File: src/rtl/tile_clk_rst_sequencer_if.sv
// ---------------------------------------------------------------------------
// tile_clk_rst_sequencer_if
// Purpose : bundles the control inputs and per-tile outputs of the tile
//           clock/reset/isolation sequencer into one interface.
// Signals : test_mode_i - force all tiles on (clock enabled, out of reset,
//                         not isolated)
//           cfg_en_i    - target on/off state per tile
//           iso_ack_i   - per-tile NoC drained/isolated acknowledge
//           tile_clk_en_o, tile_rst_no, iso_req_o - per-tile controls
//           tile_on_o   - per-tile "fully up" status
//           busy_o      - sequencer is servicing a tile
//           err_o       - per-tile sticky isolation timeout flag
// Modports: master - the sequencer (drives the tile controls)
//           slave  - the control side (drives cfg/ack/test_mode)
// ---------------------------------------------------------------------------
interface tile_clk_rst_sequencer_if #(
    parameter int NumTiles = 16
) ();
    logic                test_mode_i;
    logic [NumTiles-1:0] cfg_en_i;
    logic [NumTiles-1:0] iso_ack_i;
    logic [NumTiles-1:0] tile_clk_en_o;
    logic [NumTiles-1:0] tile_rst_no;
    logic [NumTiles-1:0] iso_req_o;
    logic [NumTiles-1:0] tile_on_o;
    logic                busy_o;
    logic [NumTiles-1:0] err_o;

    modport master (
        input  test_mode_i, cfg_en_i, iso_ack_i,
        output tile_clk_en_o, tile_rst_no, iso_req_o, tile_on_o, busy_o, err_o
    );

    modport slave (
        output test_mode_i, cfg_en_i, iso_ack_i,
        input  tile_clk_en_o, tile_rst_no, iso_req_o, tile_on_o, busy_o, err_o
    );
endinterface

File: src/rtl/tile_clk_rst_sequencer.sv
// ---------------------------------------------------------------------------
// tile_clk_rst_sequencer
// Purpose : one shared FSM that powers mesh tiles up and down one at a time.
//           Power-up  : clock enable -> RstHoldCycles -> reset/iso release.
//           Power-down: iso request -> ack -> reset assert -> RstHoldCycles
//                       -> clock gate.
//           Tiles are picked round-robin among those whose cfg_en_i differs
//           from tile_on_o.
// Ports   : clk_i, rst_i (async, active-high), bus (master modport of
//           tile_clk_rst_sequencer_if).
// Config  : TILE_SEQ_TIMEOUT_EN - when defined, ISO_WAIT gives up after
//           TimeoutCycles without ack, sets err_o[t] (sticky) and proceeds
//           as if acked. When undefined, ISO_WAIT waits forever, err_o=0.
// Note    : tile_on_o tracks tile_rst_no, so a tile stops reporting "on" as
//           soon as its reset is asserted during power-down.
// ---------------------------------------------------------------------------

// Invariant checker for the registered (pre test-mode override) tile controls.
module tile_clk_rst_sequencer_chk #(
    parameter int NumTiles      = 16,
    parameter int RstHoldCycles = 8
) (
    input logic                clk_i,
    input logic                rst_i,
    input logic [NumTiles-1:0] clk_en_q,
    input logic [NumTiles-1:0] rst_n_q,
    input logic [NumTiles-1:0] tile_on_q
);
    a_hold_min : assert property (@(posedge clk_i) RstHoldCycles >= 1);

    a_rst_needs_clk : assert property (@(posedge clk_i) disable iff (rst_i)
        ((rst_n_q & ~clk_en_q) == {NumTiles{1'b0}}));

    a_on_eq_rst : assert property (@(posedge clk_i) disable iff (rst_i)
        (tile_on_q == rst_n_q));
endmodule

module tile_clk_rst_sequencer #(
    parameter int NumTiles      = 16,
    parameter int RstHoldCycles = 8,
    parameter int TimeoutCycles = 1024
) (
    input logic                          clk_i,
    input logic                          rst_i,
    tile_clk_rst_sequencer_if.master     bus
);
    localparam int IdxW    = (NumTiles > 1) ? $clog2(NumTiles) : 1;
    localparam int CntMaxV = (RstHoldCycles > TimeoutCycles) ? RstHoldCycles : TimeoutCycles;
    localparam int CntW    = $clog2(CntMaxV + 1);
    localparam logic [CntW-1:0] HoldLast = CntW'(RstHoldCycles - 1);
`ifdef TILE_SEQ_TIMEOUT_EN
    localparam logic [CntW-1:0] TmoLast  = CntW'(TimeoutCycles - 1);
`endif

    typedef enum logic [1:0] {
        IDLE     = 2'd0,
        UP_HOLD  = 2'd1,
        ISO_WAIT = 2'd2,
        DN_HOLD  = 2'd3
    } state_e;

    state_e              state_q, state_d;
    logic [IdxW-1:0]     idx_q, idx_d;
    logic [IdxW-1:0]     ptr_q, ptr_d;
    logic [CntW-1:0]     cnt_q, cnt_d;
    logic [NumTiles-1:0] clk_en_q, clk_en_d;
    logic [NumTiles-1:0] rst_n_q, rst_n_d;
    logic [NumTiles-1:0] iso_req_q, iso_req_d;
    logic [NumTiles-1:0] tile_on_q, tile_on_d;
    logic                busy_q;

    logic [NumTiles-1:0] mis_s;
    logic                found_s;
    logic [IdxW-1:0]     sel_s;
    logic [IdxW-1:0]     sel_nxt_s;
    logic [IdxW-1:0]     cand_s;
    int                  cand_i;
    int                  nxt_i;
    logic                up_done_s;
    logic                dn_done_s;
    logic                ack_sel_s;
    logic                tmo_s;
    logic                iso_go_s;

    assign mis_s     = bus.cfg_en_i ^ tile_on_q;
    assign up_done_s = (state_q == UP_HOLD) && (cnt_q == HoldLast);
    assign dn_done_s = (state_q == DN_HOLD) && (cnt_q == HoldLast);
    assign ack_sel_s = bus.iso_ack_i[idx_q];
`ifdef TILE_SEQ_TIMEOUT_EN
    assign tmo_s     = (state_q == ISO_WAIT) && !ack_sel_s && (cnt_q == TmoLast);
`else
    assign tmo_s     = 1'b0;
`endif
    assign iso_go_s  = (state_q == ISO_WAIT) && (ack_sel_s || tmo_s);

    // Round-robin pick: scan from ptr downward in priority so the lowest offset wins.
    always_comb begin
        found_s   = 1'b0;
        sel_s     = {IdxW{1'b0}};
        cand_i    = 0;
        cand_s    = {IdxW{1'b0}};
        for (int i = NumTiles - 1; i >= 0; i--) begin
            cand_i  = int'(ptr_q) + i;
            cand_i  = (cand_i >= NumTiles) ? (cand_i - NumTiles) : cand_i;
            cand_s  = IdxW'(cand_i);
            sel_s   = mis_s[cand_s] ? cand_s : sel_s;
            found_s = found_s | mis_s[cand_s];
        end
        nxt_i     = int'(sel_s) + 1;
        sel_nxt_s = (nxt_i >= NumTiles) ? {IdxW{1'b0}} : IdxW'(nxt_i);
    end

    // Next-state, selected index, pointer and shared hold/timeout counter.
    always_comb begin
        state_d = state_q;
        idx_d   = idx_q;
        ptr_d   = ptr_q;
        cnt_d   = cnt_q;
        case (state_q)
            IDLE: begin
                if (found_s) begin
                    idx_d   = sel_s;
                    ptr_d   = sel_nxt_s;
                    cnt_d   = {CntW{1'b0}};
                    state_d = bus.cfg_en_i[sel_s] ? UP_HOLD : ISO_WAIT;
                end else begin
                    state_d = IDLE;
                end
            end
            UP_HOLD, DN_HOLD: begin
                if (cnt_q == HoldLast) begin
                    state_d = IDLE;
                end else begin
                    cnt_d = cnt_q + {{(CntW-1){1'b0}}, 1'b1};
                end
            end
            ISO_WAIT: begin
                if (iso_go_s) begin
                    state_d = DN_HOLD;
                    cnt_d   = {CntW{1'b0}};
                end else begin
`ifdef TILE_SEQ_TIMEOUT_EN
                    cnt_d = cnt_q + {{(CntW-1){1'b0}}, 1'b1};
`else
                    cnt_d = cnt_q;
`endif
                end
            end
            default: begin
                state_d = IDLE;
            end
        endcase
    end

    // Next values of the per-tile controls; only the selected tile ever changes.
    always_comb begin
        clk_en_d  = clk_en_q;
        rst_n_d   = rst_n_q;
        iso_req_d = iso_req_q;
        tile_on_d = tile_on_q;
        case (state_q)
            IDLE: begin
                if (found_s && bus.cfg_en_i[sel_s]) begin
                    clk_en_d[sel_s] = 1'b1;
                end else if (found_s) begin
                    iso_req_d[sel_s] = 1'b1;
                end else begin
                    clk_en_d = clk_en_q;
                end
            end
            UP_HOLD: begin
                if (up_done_s) begin
                    rst_n_d[idx_q]   = 1'b1;
                    tile_on_d[idx_q] = 1'b1;
                    iso_req_d[idx_q] = 1'b0;
                end else begin
                    rst_n_d = rst_n_q;
                end
            end
            ISO_WAIT: begin
                if (iso_go_s) begin
                    rst_n_d[idx_q]   = 1'b0;
                    tile_on_d[idx_q] = 1'b0;
                end else begin
                    rst_n_d = rst_n_q;
                end
            end
            DN_HOLD: begin
                if (dn_done_s) begin
                    clk_en_d[idx_q] = 1'b0;
                end else begin
                    clk_en_d = clk_en_q;
                end
            end
            default: begin
                clk_en_d = clk_en_q;
            end
        endcase
    end

    // State, counter and registered outputs.
    always_ff @(posedge clk_i or posedge rst_i) begin
        if (rst_i) begin
            state_q   <= IDLE;
            idx_q     <= {IdxW{1'b0}};
            ptr_q     <= {IdxW{1'b0}};
            cnt_q     <= {CntW{1'b0}};
            clk_en_q  <= {NumTiles{1'b0}};
            rst_n_q   <= {NumTiles{1'b0}};
            iso_req_q <= {NumTiles{1'b1}};
            tile_on_q <= {NumTiles{1'b0}};
            busy_q    <= 1'b0;
        end else begin
            state_q   <= state_d;
            idx_q     <= idx_d;
            ptr_q     <= ptr_d;
            cnt_q     <= cnt_d;
            clk_en_q  <= clk_en_d;
            rst_n_q   <= rst_n_d;
            iso_req_q <= iso_req_d;
            tile_on_q <= tile_on_d;
            busy_q    <= (state_d != IDLE);
        end
    end

`ifdef TILE_SEQ_TIMEOUT_EN
    logic [NumTiles-1:0] err_q;

    // Sticky timeout flags, cleared only by rst_i.
    always_ff @(posedge clk_i or posedge rst_i) begin
        if (rst_i) begin
            err_q <= {NumTiles{1'b0}};
        end else if (tmo_s) begin
            err_q[idx_q] <= 1'b1;
        end else begin
            err_q <= err_q;
        end
    end

    assign bus.err_o = err_q;
`else
    assign bus.err_o = {NumTiles{1'b0}};
`endif

    // Test mode overrides the tile controls combinationally.
    assign bus.tile_clk_en_o = bus.test_mode_i ? {NumTiles{1'b1}} : clk_en_q;
    assign bus.tile_rst_no   = bus.test_mode_i ? {NumTiles{1'b1}} : rst_n_q;
    assign bus.iso_req_o     = bus.test_mode_i ? {NumTiles{1'b0}} : iso_req_q;
    assign bus.tile_on_o     = tile_on_q;
    assign bus.busy_o        = busy_q;

    tile_clk_rst_sequencer_chk #(
        .NumTiles      (NumTiles),
        .RstHoldCycles (RstHoldCycles)
    ) u_chk (
        .clk_i     (clk_i),
        .rst_i     (rst_i),
        .clk_en_q  (clk_en_q),
        .rst_n_q   (rst_n_q),
        .tile_on_q (tile_on_q)
    );
endmodule

File: src/flat_wrapper.sv
// flat-port wrapper written by rule: the top's interface ports become plain ports
module tile_clk_rst_sequencer_flat 
#(
    parameter int NumTiles      = 16,
    parameter int RstHoldCycles = 8,
    parameter int TimeoutCycles = 1024
)
  (clk_i, rst_i, bus_test_mode_i, bus_cfg_en_i, bus_iso_ack_i, bus_tile_clk_en_o, bus_tile_rst_no, bus_iso_req_o, bus_tile_on_o, bus_busy_o, bus_err_o);
  tile_clk_rst_sequencer_if #(.NumTiles(NumTiles)) bus_i ();
  input logic clk_i;
  input logic rst_i;
  input wire logic [$bits(bus_i.test_mode_i)-1:0] bus_test_mode_i;
  input wire logic [$bits(bus_i.cfg_en_i)-1:0] bus_cfg_en_i;
  input wire logic [$bits(bus_i.iso_ack_i)-1:0] bus_iso_ack_i;
  output wire logic [$bits(bus_i.tile_clk_en_o)-1:0] bus_tile_clk_en_o;
  output wire logic [$bits(bus_i.tile_rst_no)-1:0] bus_tile_rst_no;
  output wire logic [$bits(bus_i.iso_req_o)-1:0] bus_iso_req_o;
  output wire logic [$bits(bus_i.tile_on_o)-1:0] bus_tile_on_o;
  output wire logic [$bits(bus_i.busy_o)-1:0] bus_busy_o;
  output wire logic [$bits(bus_i.err_o)-1:0] bus_err_o;
  assign bus_i.test_mode_i = bus_test_mode_i;
  assign bus_i.cfg_en_i = bus_cfg_en_i;
  assign bus_i.iso_ack_i = bus_iso_ack_i;
  assign bus_tile_clk_en_o = bus_i.tile_clk_en_o;
  assign bus_tile_rst_no = bus_i.tile_rst_no;
  assign bus_iso_req_o = bus_i.iso_req_o;
  assign bus_tile_on_o = bus_i.tile_on_o;
  assign bus_busy_o = bus_i.busy_o;
  assign bus_err_o = bus_i.err_o;
  tile_clk_rst_sequencer #(.NumTiles(NumTiles), .RstHoldCycles(RstHoldCycles), .TimeoutCycles(TimeoutCycles)) u_core (.clk_i(clk_i), .rst_i(rst_i), .bus(bus_i));
endmodule
File: config.mk
export PLATFORM = sky130hd
export DESIGN_NAME = tile_clk_rst_sequencer_flat
export DESIGN_NICKNAME = d
export VERILOG_FILES = /design/src/rtl/tile_clk_rst_sequencer_if.sv /design/src/rtl/tile_clk_rst_sequencer.sv /design/src/flat_wrapper.sv
export SDC_FILE = /design/constraint.sdc
export NUM_CORES = 1
export LEC_CHECK = 0
export ABC_CLOCK_PERIOD_IN_PS = 5700
export CAP_MARGIN = 20
export CORE_MARGIN = 1.5
export CORE_UTILIZATION = 36
export DETAILED_ROUTE_END_ITERATION = 10
export SYNTH_ARGS = -nofsm -noshare
export SYNTH_HDL_FRONTEND = slang
export SYNTH_SLANG_ARGS = --single-unit
File: constraint.sdc
create_clock -name clk_i -period 5.7 [get_ports clk_i]
set_input_delay 1.14 -clock clk_i [delete_from_list [all_inputs] [get_ports clk_i]]
set_output_delay 1.14 -clock clk_i [all_outputs]
set_load 0.01 [all_outputs]
After elaboration in Yosys (flattened, before gate mapping) --
Index checks and enable logic that the tools add are counted.
Operators by class: add/subtract/negate cells 33, $lt $le $gt $ge 37, equality and inequality tests 11, mux-type cells 98, bitwise gates (word level) 25, reductions and logical operators 17
Operator list (count):
- two-way mux 16 bit | 12
- two-way mux 4 bit | 33
- case mux 16 bit (2 select lines) | 4
- less-than comparator 4 x 5 -> 1 bit, second input constant | 18
- >= comparator 5 bit, second input constant | 15
- binary-select mux 1 bit (select 4 bit) | 18
- AND 16 bit | 4
- bitwise OR 16 bit | 4
- subtractor 4 x 1 -> 4 bit, second input constant | 16
- adder 4 x 4 -> 5 bit, second input constant | 8
- two-way mux 11 bit | 3
- case mux 11 bit (3 select lines) | 1
- >= comparator 32 x 6 -> 1 bit, second input constant | 1
- adder 4 x 3 -> 5 bit, second input constant | 4
- two-way mux 1 bit | 20
- inverter 16 bit | 1
- bitwise XOR 16 bit | 1
- bitwise OR 1 bit | 15
- adder 11 x 1 -> 11 bit, second input constant | 1
- == test 11 x 3 -> 1 bit, second input constant | 1
- adder 4 x 1 -> 5 bit, second input constant | 2
- adder 4 x 2 -> 5 bit, second input constant | 2
- inequality test 2 x 1 -> 1 bit, second input constant | 5
- AND reduction 3 bit | 3
- 14 further kinds | 29
Word-level totals: register bits 86, input port bits 35, output and inout bits 81, word-level logic and storage cells 230

Depth between registers and ports, before layout --
word-level depth 29, mapped depth 21, gate-level depth less buffers 17

Least setup slack after synthesis --
Ideal clock, no wire load.
kind register to register, start point reg u_core.ptr_q[1], end point reg u_core.clk_en_q[3], library setup time 0.104 ns, arrival 5.079 ns, required time 5.596 ns, setup slack 0.517 ns, cell stages (with the launch flop) 19, path buffers 4, clock period less this slack 5.183 ns, cells stage by stage dfrtp_1 clkbuf_1 inv_1 buf_1 ha_1 clkbuf_1 inv_2 mux4_2 mux2i_1 mux2_2 a211o_1 o211ai_1 a31oi_1 or2_2 a211oi_1 nor4_4 o21a_4 buf_6 o311ai_1
Between the ends: longest elaborated chain between the ends 28, elaborated cells between the ends (all ways) 139, those cells by class add/sub (31); order compare (18); eq/ne (1); mux (70); bitwise (16); reduce/logical (3)
Ends and longest elaborated chain:
- start: declaration | RTL line tile_clk_rst_sequencer.sv:64 | logic [IdxW-1:0] ptr_q, ptr_d;
- start signal: assignment | RTL line tile_clk_rst_sequencer.sv:206 | ptr_q <= {IdxW{1'b0}};
- start signal: assignment | RTL line tile_clk_rst_sequencer.sv:216 | ptr_q <= ptr_d;
- adder 4 x 4 -> 5 bit | RTL line tile_clk_rst_sequencer.sv:103 | cand_i = int'(ptr_q) + i;
- subtractor 4 x 1 -> 4 bit / >= comparator 5 bit (equally long branches) | RTL line tile_clk_rst_sequencer.sv:104 | cand_i = (cand_i >= NumTiles) ? (cand_i - NumTiles) : cand_i;
- two-way mux 4 bit | RTL line tile_clk_rst_sequencer.sv:104
- binary-select mux 1 bit (select 4 bit) | RTL line tile_clk_rst_sequencer.sv:106, tile_clk_rst_sequencer.sv:107
- two-way mux 1 bit (implied by the code) | RTL line tile_clk_rst_sequencer.sv:106, tile_clk_rst_sequencer.sv:107
- two-way mux 4 bit (16 in series) | RTL line tile_clk_rst_sequencer.sv:106 | sel_s = mis_s[cand_s] ? cand_s : sel_s;
- less-than comparator 4 x 5 -> 1 bit (implied by the code) / >= comparator 4 x 1 -> 1 bit (equally long branches) | RTL line tile_clk_rst_sequencer.sv:164 | clk_en_d[sel_s] = 1'b1;
- logical AND 1 bit (implied by the code) | RTL line tile_clk_rst_sequencer.sv:164
- two-way mux 1 bit (implied by the code) | RTL line tile_clk_rst_sequencer.sv:164
- demux 1 bit (select 4 bit)
- bitwise OR 16 bit (no line)
- two-way mux 16 bit | RTL line tile_clk_rst_sequencer.sv:163 | if (found_s && bus.cfg_en_i[sel_s]) begin
- case mux 16 bit (2 select lines) | RTL line tile_clk_rst_sequencer.sv:161 | case (state_q)
- end signal: assignment | RTL line tile_clk_rst_sequencer.sv:208 | clk_en_q <= {NumTiles{1'b0}};
- end signal: assignment | RTL line tile_clk_rst_sequencer.sv:218 | clk_en_q <= clk_en_d;
- end: declaration | RTL line tile_clk_rst_sequencer.sv:66 | logic [NumTiles-1:0] clk_en_q, clk_en_d;
Parallel ways exist; a longest one is shown, timed or not. The select of a mux whose other input is x is not followed. A chain may end at the register's enable or synchronous reset.

Final worst setup path --
start point in bus_cfg_en_i[6], end point reg u_core.clk_en_q[10]
Between the ends: longest elaborated chain between the ends 26, elaborated cells between the ends (all ways) 77, those cells by class order compare (2); eq/ne (1); mux (54); bitwise (17); reduce/logical (3)
Ends and longest elaborated chain:
- start: declaration | RTL line flat_wrapper.sv:13 | input wire logic [$bits(bus_i.cfg_en_i)-1:0] bus_cfg_en_i;
- bitwise XOR 16 bit | RTL line tile_clk_rst_sequencer.sv:85 | assign mis_s = bus.cfg_en_i ^ tile_on_q;
- binary-select mux 1 bit (select 4 bit) | RTL line tile_clk_rst_sequencer.sv:106, tile_clk_rst_sequencer.sv:107
- two-way mux 1 bit (implied by the code) | RTL line tile_clk_rst_sequencer.sv:106, tile_clk_rst_sequencer.sv:107
- two-way mux 4 bit (16 in series) | RTL line tile_clk_rst_sequencer.sv:106
- less-than comparator 4 x 5 -> 1 bit (implied by the code) / >= comparator 4 x 1 -> 1 bit (equally long branches) | RTL line tile_clk_rst_sequencer.sv:164
- logical AND 1 bit (implied by the code) | RTL line tile_clk_rst_sequencer.sv:164
- two-way mux 1 bit (implied by the code) | RTL line tile_clk_rst_sequencer.sv:164
- demux 1 bit (select 4 bit)
- bitwise OR 16 bit (no line)
- two-way mux 16 bit | RTL line tile_clk_rst_sequencer.sv:163
- case mux 16 bit (2 select lines) | RTL line tile_clk_rst_sequencer.sv:161
Parallel ways exist; a longest one is shown, timed or not. The select of a mux whose other input is x is not followed.

==> results.json <==
{
  "report.final.hold_viol_count": 0,
  "min_period_ns": 5.50,
  "core.rowCount": 53,
  "cts.path.max_buffers": 2,
  "drt_first_iter_violations": 811,
  "synth_top_flop_cell": "sky130_fd_sc_hd__dfrtp_1",
  "timing_worst_setup_path_type": "in2reg",
  "required_ns": 5.91,
  "synth_edf_count": 0,
  "diodes": 0,
  "multiInputGateArea_sq_um": 5690,
  "numCtsBuffers": 9,
  "critical-path-slowest-cell": "sky130_fd_sc_hd__clkdlybuf4s50_1",
  "critPathBufInv": 3,
  "rr_worst_depth": 17,
  "place_hpwl_um": 20100,
  "synthesis.area_per_instance_sq_um": 8.75,
  "worstHoldPathCells": 1,
  "cp_data_arrival_time_ns": 5.72,
  "placement.setup.worst_slack_ns": -0.279,
  "ys_seq_area_frac": 0.229,
  "combined_global_route_utilization_of_all_metal_layers": 0.243,
  "placeable_area_sq_um": 21100,
  "worst_setup_path_startpoint": "bus_cfg_en_i[6]",
  "initial_antenna_violation_count": 0,
  "cts.reportedPaths.clkPinSlew_ns": 0.06,
  "drv_slew": 0,
  "die_h_um": 150,
  "hold-path-endpoint": "u_core.cnt_q[10]",
  "run_status": "completed",
  "synthesis.yosys.warnings": 0,
  "portBuffers": 99,
  "power.density_nw_per_um2": 144,
  "hp-class": "reg2reg",
  "floorplan.die_area_sq_um": 22400,
  "grt_pass1_vias": 7466,
  "p_leak_nw": 3.63,
  "critPathMaxStageDelay_ns": 0.53,
  "cts_max_level": 3,
  "initial_core_util": 0.367,
  "drt_drc_violations_left": 0,
  "drt-vias-per-instance": 5.99,
  "area_growth_synth_to_finish_pct": 26.7,
  "area.sequential_sq_um": 1770,
  "synth_instances": 885,
  "pin_count_of_the_biggest_net_entering_global_routing": 46,
  "cts.root.buffer_cell": "sky130_fd_sc_hd__clkbuf_16",
  "critical-path-top-delay-family": "compound AO/OA/AOI/OAI gates",
  "worst_slew_margin_relative_to_its_limit": 0.375,
  "ir_worst_vdd_uv": 127,
  "final_nets": 1067,
  "final-setup-viol-count": 0,
  "rsz0062_at_grt": "no",
  "start_kind": "input pin",
  "synth-async-reset-ratio": 1.00,
  "clk_latency_ns": 0.34,
  "cts_tree": "built",
  "routed_wl_um": 26900,
  "synth.lib_cells_used.distinct": 79,
  "cp_common_cell": "sky130_fd_sc_hd__buf_4",
  "tightest_slew_ns": 0.938,
  "totalPowerFinal_w": 0.00142,
  "tritonroute_pass_1_iters": 5,
  "drt-wirelength-per-cell_um": 20.7,
  "timing.fmax_mhz": 182,
  "worstPathMaxFanout": 16,
  "grt_first_pass_wirelength_um": 42600,
  "period_share": 0.965,
  "cts_hold_repair.buffers": 0,
  "num_io_pins": 116,
  "cts_num_sinks": 70,
  "finalWorstSetupSlack_ns": 0.198,
  "fillers": 2077,
  "gp_congestion": 0.937,
  "layout-drive-gt1-share": 0.247,
  "clock_skew_ns": 0.0174,
  "postSynthRegisterBits": 70,
  "timing.rr.start": "u_core.ptr_q[1]",
  "dr_total_vias": 7761,
  "final_antenna_net_count": 0,
  "critical_path.endpoint_type": "register",
  "max-cap-violations": 0,
  "r2r_setup_slack_ns": 0.54,
  "fp.dieW_um": 150,
  "cp_cell_sequence": "clkdlybuf4s50_1 -> xnor2_1 -> buf_4 -> mux4_2 -> a22o_1 -> nor3_2 -> o21ai_0 -> a2111oi_2 -> nor3_1 -> o311a_1 -> or2_1 -> a211oi_2 -> nor4_4 -> buf_4 -> o21a_4 -> o311ai_0",
  "hold_start": "u_core.cnt_q[10]",
  "timing.setup.tns_ns": 0,
  "timing.rr.end": "u_core.clk_en_q[10]",
  "summed_instance_area_of_the_synthesized_netlist_sq_um": 7740,
  "grt_overflow": 0
}
cells by family after synthesis:
family	after synthesis	synth area share
compound gates	256	0.234
xor+xnor	48	0.0567
fa+ha+maj	17	0.0275
buf+inv	95	0.0614
flops	70	0.229
mux	86	0.187
other cells	1	0.000484
simple gates	312	0.204
cells in the mapped netlist, drive strengths merged (21+ instances only):
library cell  instances  area [sq um]
a21oi                30           150
buf                  36           249
clkbuf               41           156
dfrtp                54          1350
mux2i                28           288
mux4                 45          1010
nand2                93           349
nand3                22           110
nor2                 46           173
nor2b                29           181
nor3                 21           110
o211ai               39           293
o21ai                68           340
or2                  39           244
xnor2                28           264
worst reg2reg max path, stage by stage (launching register included):
cell	delay, ns
sky130_fd_sc_hd__dfrtp_1	0.47
sky130_fd_sc_hd__inv_1	0.20
sky130_fd_sc_hd__buf_4	0.26
sky130_fd_sc_hd__ha_1	0.27
sky130_fd_sc_hd__a21boi_0	0.41
sky130_fd_sc_hd__xnor2_1	0.24
sky130_fd_sc_hd__mux2_2	0.42
sky130_fd_sc_hd__o311ai_0	0.35
sky130_fd_sc_hd__nand3_1	0.15
sky130_fd_sc_hd__a311oi_2	0.36
sky130_fd_sc_hd__buf_4	0.22
sky130_fd_sc_hd__o211a_2	0.31
sky130_fd_sc_hd__a221oi_1	0.14
sky130_fd_sc_hd__a211oi_2	0.33
sky130_fd_sc_hd__nor4_4	0.08
sky130_fd_sc_hd__buf_4	0.17
sky130_fd_sc_hd__o21a_4	0.31
sky130_fd_sc_hd__o311ai_0	0.37
power by group:
| part | internal (W) | switching, W |
|---|---|---|
| logic | 0.000162 | 0.000182 |
| registers | 0.000497 | 0 |
| clock network | 0.000341 | 0.000236 |
final cells by class:
| class | count | share of cell area |
|---|---|---|
| clock inverters | 5 | 0.00599 |
| multi-input cells | 735 | 0.580 |
| repair buffers | 181 | 0.167 |
| flip-flops and latches | 70 | 0.181 |
| clock buffers | 11 | 0.0237 |
| well taps | 275 | 0.0351 |
| inverters | 18 | 0.00714 |
placed cells by master, fill, tap and decap left out, drive strengths merged, types with 4 or more instances in the layout:
cell type       n
xor2           20
ha             17
mux2i          28
clkdlybuf4s50  99
o311ai         16
and2            5
o22a            4
a221oi          8
mux4           45
nor2           46
nand3          22
a21boi          4
xnor2          28
a211oi          8
clkbuf         11
and3            9
nand2          93
a32oi           5
a32o            4
dfstp          16
conb           16
nor4            5
dfrtp          54
o31ai          10
a2111oi         5
mux2           13
o21ai          68
inv            18
nor2b          29
or2            39
nand2b         15
o211ai         39
a31oi          20
a21oi          30
nand4          20
buf            82
nor3           21
o22ai           9
worst max path at each step:
stage                                to  slack (ns)  cells after the start
floorplan            u_core.clk_en_q[3]        0.52                     18
global placement    u_core.clk_en_q[10]       -0.20                     15
detailed placement   u_core.clk_en_q[9]       -0.28                     15
CTS                 u_core.clk_en_q[10]        0.05                     15
global route        u_core.clk_en_q[11]        0.02                     16
finish              u_core.clk_en_q[10]        0.20                     16
through the flow:
stage          instances  hold WS [ns]  area, sq um  utilization
2_1_floorplan        900         0.449         7800            -
3_3_place_gp        1276         0.483         9340        0.443
3_5_place_dp        1276         0.480         9340        0.443
4_1_cts             1292         0.492         9630        0.457
5_1_grt             1295         0.507         9810        0.465
6_report            1295         0.491         9810        0.465
layer usage:
| layer | track usage | up-vias | wire, um |
|---|---|---|---|
| met4 | 0.0598 | 0 | 429 |
| li1 | - | 3584 | - |
| met3 | 0.0369 | 40 | 2000 |
| met1 | 0.349 | 3755 | 12100 |
| met5 | 0 | - | 0 |
| met2 | 0.381 | 382 | 12300 |
repair_timing:
item	CTS	global route
setup buffers	0	1
gates resized for setup	0	28
setup endpoints to repair	0	34
Note: power is estimated with default switching activity, not from simulation.
